===== src/rtl/color_game_pkg.sv =====
// Shared types and timing defaults for the Color Game round controller.
package color_game_pkg;

    typedef enum logic [1:0] {
        S_IDLE,
        S_WAIT,
        S_GO,
        S_RESULT
    } state_t;

    localparam int CLK_HZ    = 50_000_000;
    localparam int CYCLES_1S = CLK_HZ;
    localparam int CYCLES_2S = 2 * CLK_HZ;

    function automatic int cnt_width(input int a, input int b);
        return $clog2((a > b) ? a : b) + 1;
    endfunction

endpackage


===== src/rtl/key_sync_edge.sv =====
// Two-flop synchroniser for an active-low key, plus a one-cycle press pulse on its falling edge.
module key_sync_edge (
    input  logic clk,
    input  logic rst_n,
    input  logic key_n,
    output logic press
);

    logic [2:0] sh;

    always_ff @(posedge clk or negedge rst_n) begin
        if (!rst_n) begin
            sh <= '1;
        end else begin
            sh <= {sh[1:0], key_n};
        end
    end

    // sh[1] is the synchronised level, sh[2] its previous value
    assign press = sh[2] & ~sh[1];

endmodule


===== src/rtl/ox_round_judge.sv =====
// Two-player reaction round: start, fixed delay, GO, then judge the first hit or foul.
//
// state    | meaning
// ---------+-----------------------------------------------
// S_IDLE   | waiting for a start press
// S_WAIT   | counting the delay; any player press is a foul
// S_GO     | go lamp on, waiting for the first hit
// S_RESULT | winner flags held for HOLD_CYCLES
module ox_round_judge
    import color_game_pkg::*;
#(
    parameter int DELAY_CYCLES = CYCLES_1S,
    parameter int HOLD_CYCLES  = CYCLES_2S,
    parameter int SCORE_W      = 4
) (
    input  logic               clk,
    input  logic               rst_n,
    input  logic               key_start_n,
    input  logic               key_p1_n,
    input  logic               key_p2_n,
    output logic               o,
    output logic               x,
    output logic               go,
    output logic               busy,
    output logic [SCORE_W-1:0] score_p1,
    output logic [SCORE_W-1:0] score_p2
);

    localparam int                 CNT_W      = cnt_width(DELAY_CYCLES, HOLD_CYCLES);
    localparam logic [CNT_W-1:0]   DELAY_LAST = CNT_W'(DELAY_CYCLES - 1);
    localparam logic [CNT_W-1:0]   HOLD_LAST  = CNT_W'(HOLD_CYCLES - 1);
    localparam logic [CNT_W-1:0]   CNT_ONE    = CNT_W'(1);
    localparam logic [SCORE_W-1:0] SCORE_ONE  = SCORE_W'(1);
    localparam logic [SCORE_W-1:0] SCORE_MAX  = '1;

    logic start_p, p1_p, p2_p;
    state_t state;
    logic [CNT_W-1:0] cnt;

    key_sync_edge u_sync_start (.clk(clk), .rst_n(rst_n), .key_n(key_start_n), .press(start_p));
    key_sync_edge u_sync_p1    (.clk(clk), .rst_n(rst_n), .key_n(key_p1_n),    .press(p1_p));
    key_sync_edge u_sync_p2    (.clk(clk), .rst_n(rst_n), .key_n(key_p2_n),    .press(p2_p));

    always_ff @(posedge clk or negedge rst_n) begin
        if (!rst_n) begin
            state    <= S_IDLE;
            cnt      <= '0;
            o        <= 1'b0;
            x        <= 1'b0;
            go       <= 1'b0;
            busy     <= 1'b0;
            score_p1 <= '0;
            score_p2 <= '0;
        end else begin
            case (state)
                S_IDLE: begin
                    if (start_p) begin
                        state <= S_WAIT;
                        cnt   <= '0;
                        busy  <= 1'b1;
                    end
                end
                S_WAIT: begin
                    cnt <= cnt + CNT_ONE;
                    if (p1_p && p2_p) begin
                        state <= S_RESULT;
                        cnt   <= '0;
                    end else if (p1_p) begin
                        // early press hands the round to the opponent
                        state <= S_RESULT;
                        cnt   <= '0;
                        x     <= 1'b1;
                        if (score_p2 != SCORE_MAX) score_p2 <= score_p2 + SCORE_ONE;
                    end else if (p2_p) begin
                        state <= S_RESULT;
                        cnt   <= '0;
                        o     <= 1'b1;
                        if (score_p1 != SCORE_MAX) score_p1 <= score_p1 + SCORE_ONE;
                    end else if (cnt == DELAY_LAST) begin
                        state <= S_GO;
                        cnt   <= '0;
                        go    <= 1'b1;
                    end
                end
                S_GO: begin
                    if (p1_p || p2_p) begin
                        state <= S_RESULT;
                        cnt   <= '0;
                        go    <= 1'b0;
                        if (p1_p && !p2_p) begin
                            o <= 1'b1;
                            if (score_p1 != SCORE_MAX) score_p1 <= score_p1 + SCORE_ONE;
                        end else if (p2_p && !p1_p) begin
                            x <= 1'b1;
                            if (score_p2 != SCORE_MAX) score_p2 <= score_p2 + SCORE_ONE;
                        end
                    end
                end
                S_RESULT: begin
                    cnt <= cnt + CNT_ONE;
                    if (cnt == HOLD_LAST) begin
                        state <= S_IDLE;
                        cnt   <= '0;
                        o     <= 1'b0;
                        x     <= 1'b0;
                        busy  <= 1'b0;
                    end
                end
                default: begin
                    state <= S_IDLE;
                    cnt   <= '0;
                end
            endcase
        end
    end

endmodule


===== config.mk =====
export PLATFORM = sky130hd
export DESIGN_NAME = ox_round_judge
export DESIGN_NICKNAME = d
export VERILOG_FILES = /design/src/rtl/color_game_pkg.sv /design/src/rtl/key_sync_edge.sv /design/src/rtl/ox_round_judge.sv
export SDC_FILE = /design/constraint.sdc
export NUM_CORES = 1
export LEC_CHECK = 0
export ABC_AREA = 1
export CAP_MARGIN = 20
export CELL_PAD_IN_SITES_DETAIL_PLACEMENT = 1
export CELL_PAD_IN_SITES_GLOBAL_PLACEMENT = 2
export CORE_ASPECT_RATIO = 1.4
export CORE_UTILIZATION = 34
export DETAILED_ROUTE_END_ITERATION = 16
export PLACE_DENSITY = 0.89
export RECOVER_POWER = 100
export SYNTH_ARGS = -nofsm -noshare
export SYNTH_HDL_FRONTEND = slang
export SYNTH_HIERARCHICAL = 1
export SYNTH_SLANG_ARGS = --single-unit

===== constraint.sdc =====
create_clock -name clk -period 2.25 [get_ports clk]
set_input_delay 0.45 -clock clk [delete_from_list [all_inputs] [get_ports clk]]
set_output_delay 0.45 -clock clk [all_outputs]
set_load 0.005 [all_outputs]

==> results.json <==
{
  "status": "completed",
  "floorplan.initialDensity": 0.3572,
  "detailedPlacementHpwl_um": 6673,
  "synth_seq_cells": 51,
  "number_of_enable_type_register_cells_in_the_synthesized_netlist": 0,
  "drt-vias-per-instance": 4.857,
  "nets": 478,
  "critical_path_required_ps": 2430,
  "yosys.cell_types.count": 29,
  "synthesized_nets": 452,
  "slew-limit-headroom": 0.1904,
  "grt_overflow_total": 0,
  "hold_path_class": "in -> async",
  "rr_startpoint": "u_sync_p1/sh[2]",
  "multiInputGateArea_mm2": 0.001500,
  "dr.pass1.iters": 4,
  "cts_inserted_buffers": 5,
  "die-width_um": 82.84,
  "gp_congestion": 0.8567,
  "cts-root-to-sink-buffers": 2,
  "crit_start": "u_sync_p1/sh[2]",
  "grt_first_pass_wirelength_um": 14460,
  "synthArstFlopShare": 1.000,
  "floorplan.core_area_mm2": 0.008708,
  "largest_fanout_of_any_net_on_the_critical_path": 15,
  "hold_violations": 0,
  "synth_top_flop_cell": "dfrtp_1",
  "final_design_area_no_fill_mm2": 0.003572,
  "summed_instance_area_of_the_synthesized_netlist_mm2": 0.003110,
  "cts.repair_timing.setup_buffer_count": 0,
  "power_report.internal_total_uw": 1977,
  "final_worst_path_cycle_share": 0.9194,
  "vias": 2778,
  "postSynthAreaPerCell_um2": 7.069,
  "synth.yosys.seq_area_share": 0.4139,
  "switching_share": 0.3974,
  "cap_violations": 0,
  "first_global_vias": 2998,
  "io_pins": 17,
  "die-area_mm2": 0.009540,
  "most_used_standard_cell_by_instance_count_after_synthesis": "nand2_1",
  "static-leakage-power_uw": 0.001912,
  "cts.root.buffer_cell": "clkbuf_16",
  "postRouteWirelength_um": 8456,
  "portBuffers": 16,
  "clock-sinks": 51,
  "drtAntennaViolNets": 0,
  "final_skew_ps": 4.498,
  "total_setup_violations_reported_at_the_end_of_the_flow": 0,
  "p_seq_frac": 0.368,
  "power_switching_uw": 1304,
  "post_synth_inst_count": 440,
  "area_delta_synth_final_pct": 14.84,
  "grt_use_total": 0.1935,
  "fmaxAchievable_ghz": 0.4834,
  "ir_drop_mv": 0.5653,
  "grt_max_degree": 26,
  "avgRoutedWirePerCell_um": 14.78,
  "clock_insertion_delay_worst_skew_ps": 300,
  "yosys.area.top_type_share": 0.3379,
  "placed_cells_incl_taps": 564,
  "drt-initial-drc-count": 84,
  "slew_at_the_pin_closest_to_its_max_slew_limit_ps": 1214,
  "yosys.area.top_type": "dfrtp_1",
  "fin_tns_setup_ps": 0,
  "clock_transition_at_the_register_clock_pins_on_the_worst_setup_and_hold_paths_after_cts_ps": 70,
  "synthTopCellsByCount": "nand2_1, inv_1, nor2_1",
  "stdcell_count": 572,
  "final-max-slew-violation-count": 0,
  "yosysWarningCount": 6,
  "cts_tree": "built",
  "synth.top_cells.by_area": "dfrtp_1, nand2_1, inv_1, dfstp_2, nor2_1",
  "remaining_drc_errors": 0,
  "std_cell_rows": 40,
  "htree_levels": 2,
  "endpoint_kind": "flip-flop",
  "antenna_found_initial": 0,
  "combinationalPowerShare": 0.383,
  "rsz0062_at_grt": "false",
  "clockPowerShare": 0.248,
  "final_layout_size_suffix_gt1_frac": 0.08137,
  "min_period_ps": 2069,
  "power.density_mw_per_mm2": 918.4,
  "die_h_um": 115.2,
  "critical_path_class": "reg -> reg",
  "diodes": 0,
  "timing.critical_path.from_type": "flip-flop",
  "final-seq-area_mm2": 0.001287,
  "worst-endpoint-arrival_ps": 2250,
  "area_of_placed_instances_mm2": 0.003433,
  "num-fill-cells": 1156
}
[power by group through the flow]
stage          sequential (µW)  combinational, µW  clock [µW]
3_5_place_dp              1230               1310           0
4_1_cts                   1220               1330         836
3_3_place_gp              1230               1280           0
5_1_grt                   1230               1440         877
6_report                  1210               1260         814
2_1_floorplan             1210                815           0
[cells in the final DEF (no fill, tap or decap), drive strengths merged, types with 10 or more instances in the layout]
cell type,instances
dfrtp,42
nand3,39
nand2,138
dlygate4sd3,15
inv,83
nand4,16
o21ai,10
nor2,66
[layer usage]
layer  global-route usage  wire (µm)  vias to the layer above
met5                    0          0                        -
met4              0.04943        114                        0
met3              0.02369        178                        8
met2               0.4038       4811                       29
met1               0.2004       3352                     1340
li1                     -          -                     1401
[cell families (layout without fill, tap and decap cells)]
group           count (synthesis)  count (layout)  synth area share
flops                          51              51            0.4139
buf+inv                        84             111            0.1046
fa+ha+maj                       7               7           0.02816
compound gates                 16              16           0.02815
xor+xnor                       14              14           0.03942
simple gates                  268             268            0.3858
[cell type report]
cell class / instances / area share
well taps: 105 / 0.03678
flip-flops and latches: 51 / 0.3604
multi-input cells: 305 / 0.4200
repair buffers: 22 / 0.05499
clock inverters: 3 / 0.007706
inverters: 81 / 0.08511
clock buffers: 5 / 0.03503
[stage by stage]
step	power (µW)	hold WS [ps]	worst slack, ps	util
2_1_floorplan	2029	154.4	605.3	-
3_3_place_gp	2508	345.6	150.0	0.3943
3_5_place_dp	2546	350.1	114.0	0.3943
4_1_cts	3384	47.71	58.67	0.4118
5_1_grt	3549	225.1	5.142	0.4102
6_report	3281	161.7	181.4	0.4102
[critical path, cell delays in order, from the launching register on]
cell and delay, ps:
dfstp_2 530, inv_1 40, nor2_2 190, inv_1 130
nand3_2 150, nand2_4 160, inv_1 230, buf_4 220
nand2_1 80, xor2_1 150, nor2_1 70
[registers in the layout, summed over array words and instances, names as in the netlist]
signal / flops
cnt: 28
score_p1: 4
u_sync_p1/sh: 3
state: 2
score_p2: 4
go: 1
busy: 1
x: 1
u_sync_p2/sh: 3
u_sync_start/sh: 3
o: 1
[repair_timing]
action / CTS / global route
endpoints found under the setup margin: 0 / 16
hold buffers: 0 / 0
resized for setup: 0 / 1
[path summary, 6_finish.rpt]
check / slack [ps] / to / cells past startpoint
worst max-delay path: 180 / cnt[4] / 10
worst min-delay path: 160 / cnt[9] / 1
worst max register to register: 180 / cnt[4] / 10
worst min register to register: 360 / u_sync_p2/sh[1] / 0
max in group asynchronous: 420 / cnt[27] / 2
min in group clk: 360 / u_sync_p2/sh[1] / 0
Note: power is estimated with default switching activity, not from simulation.
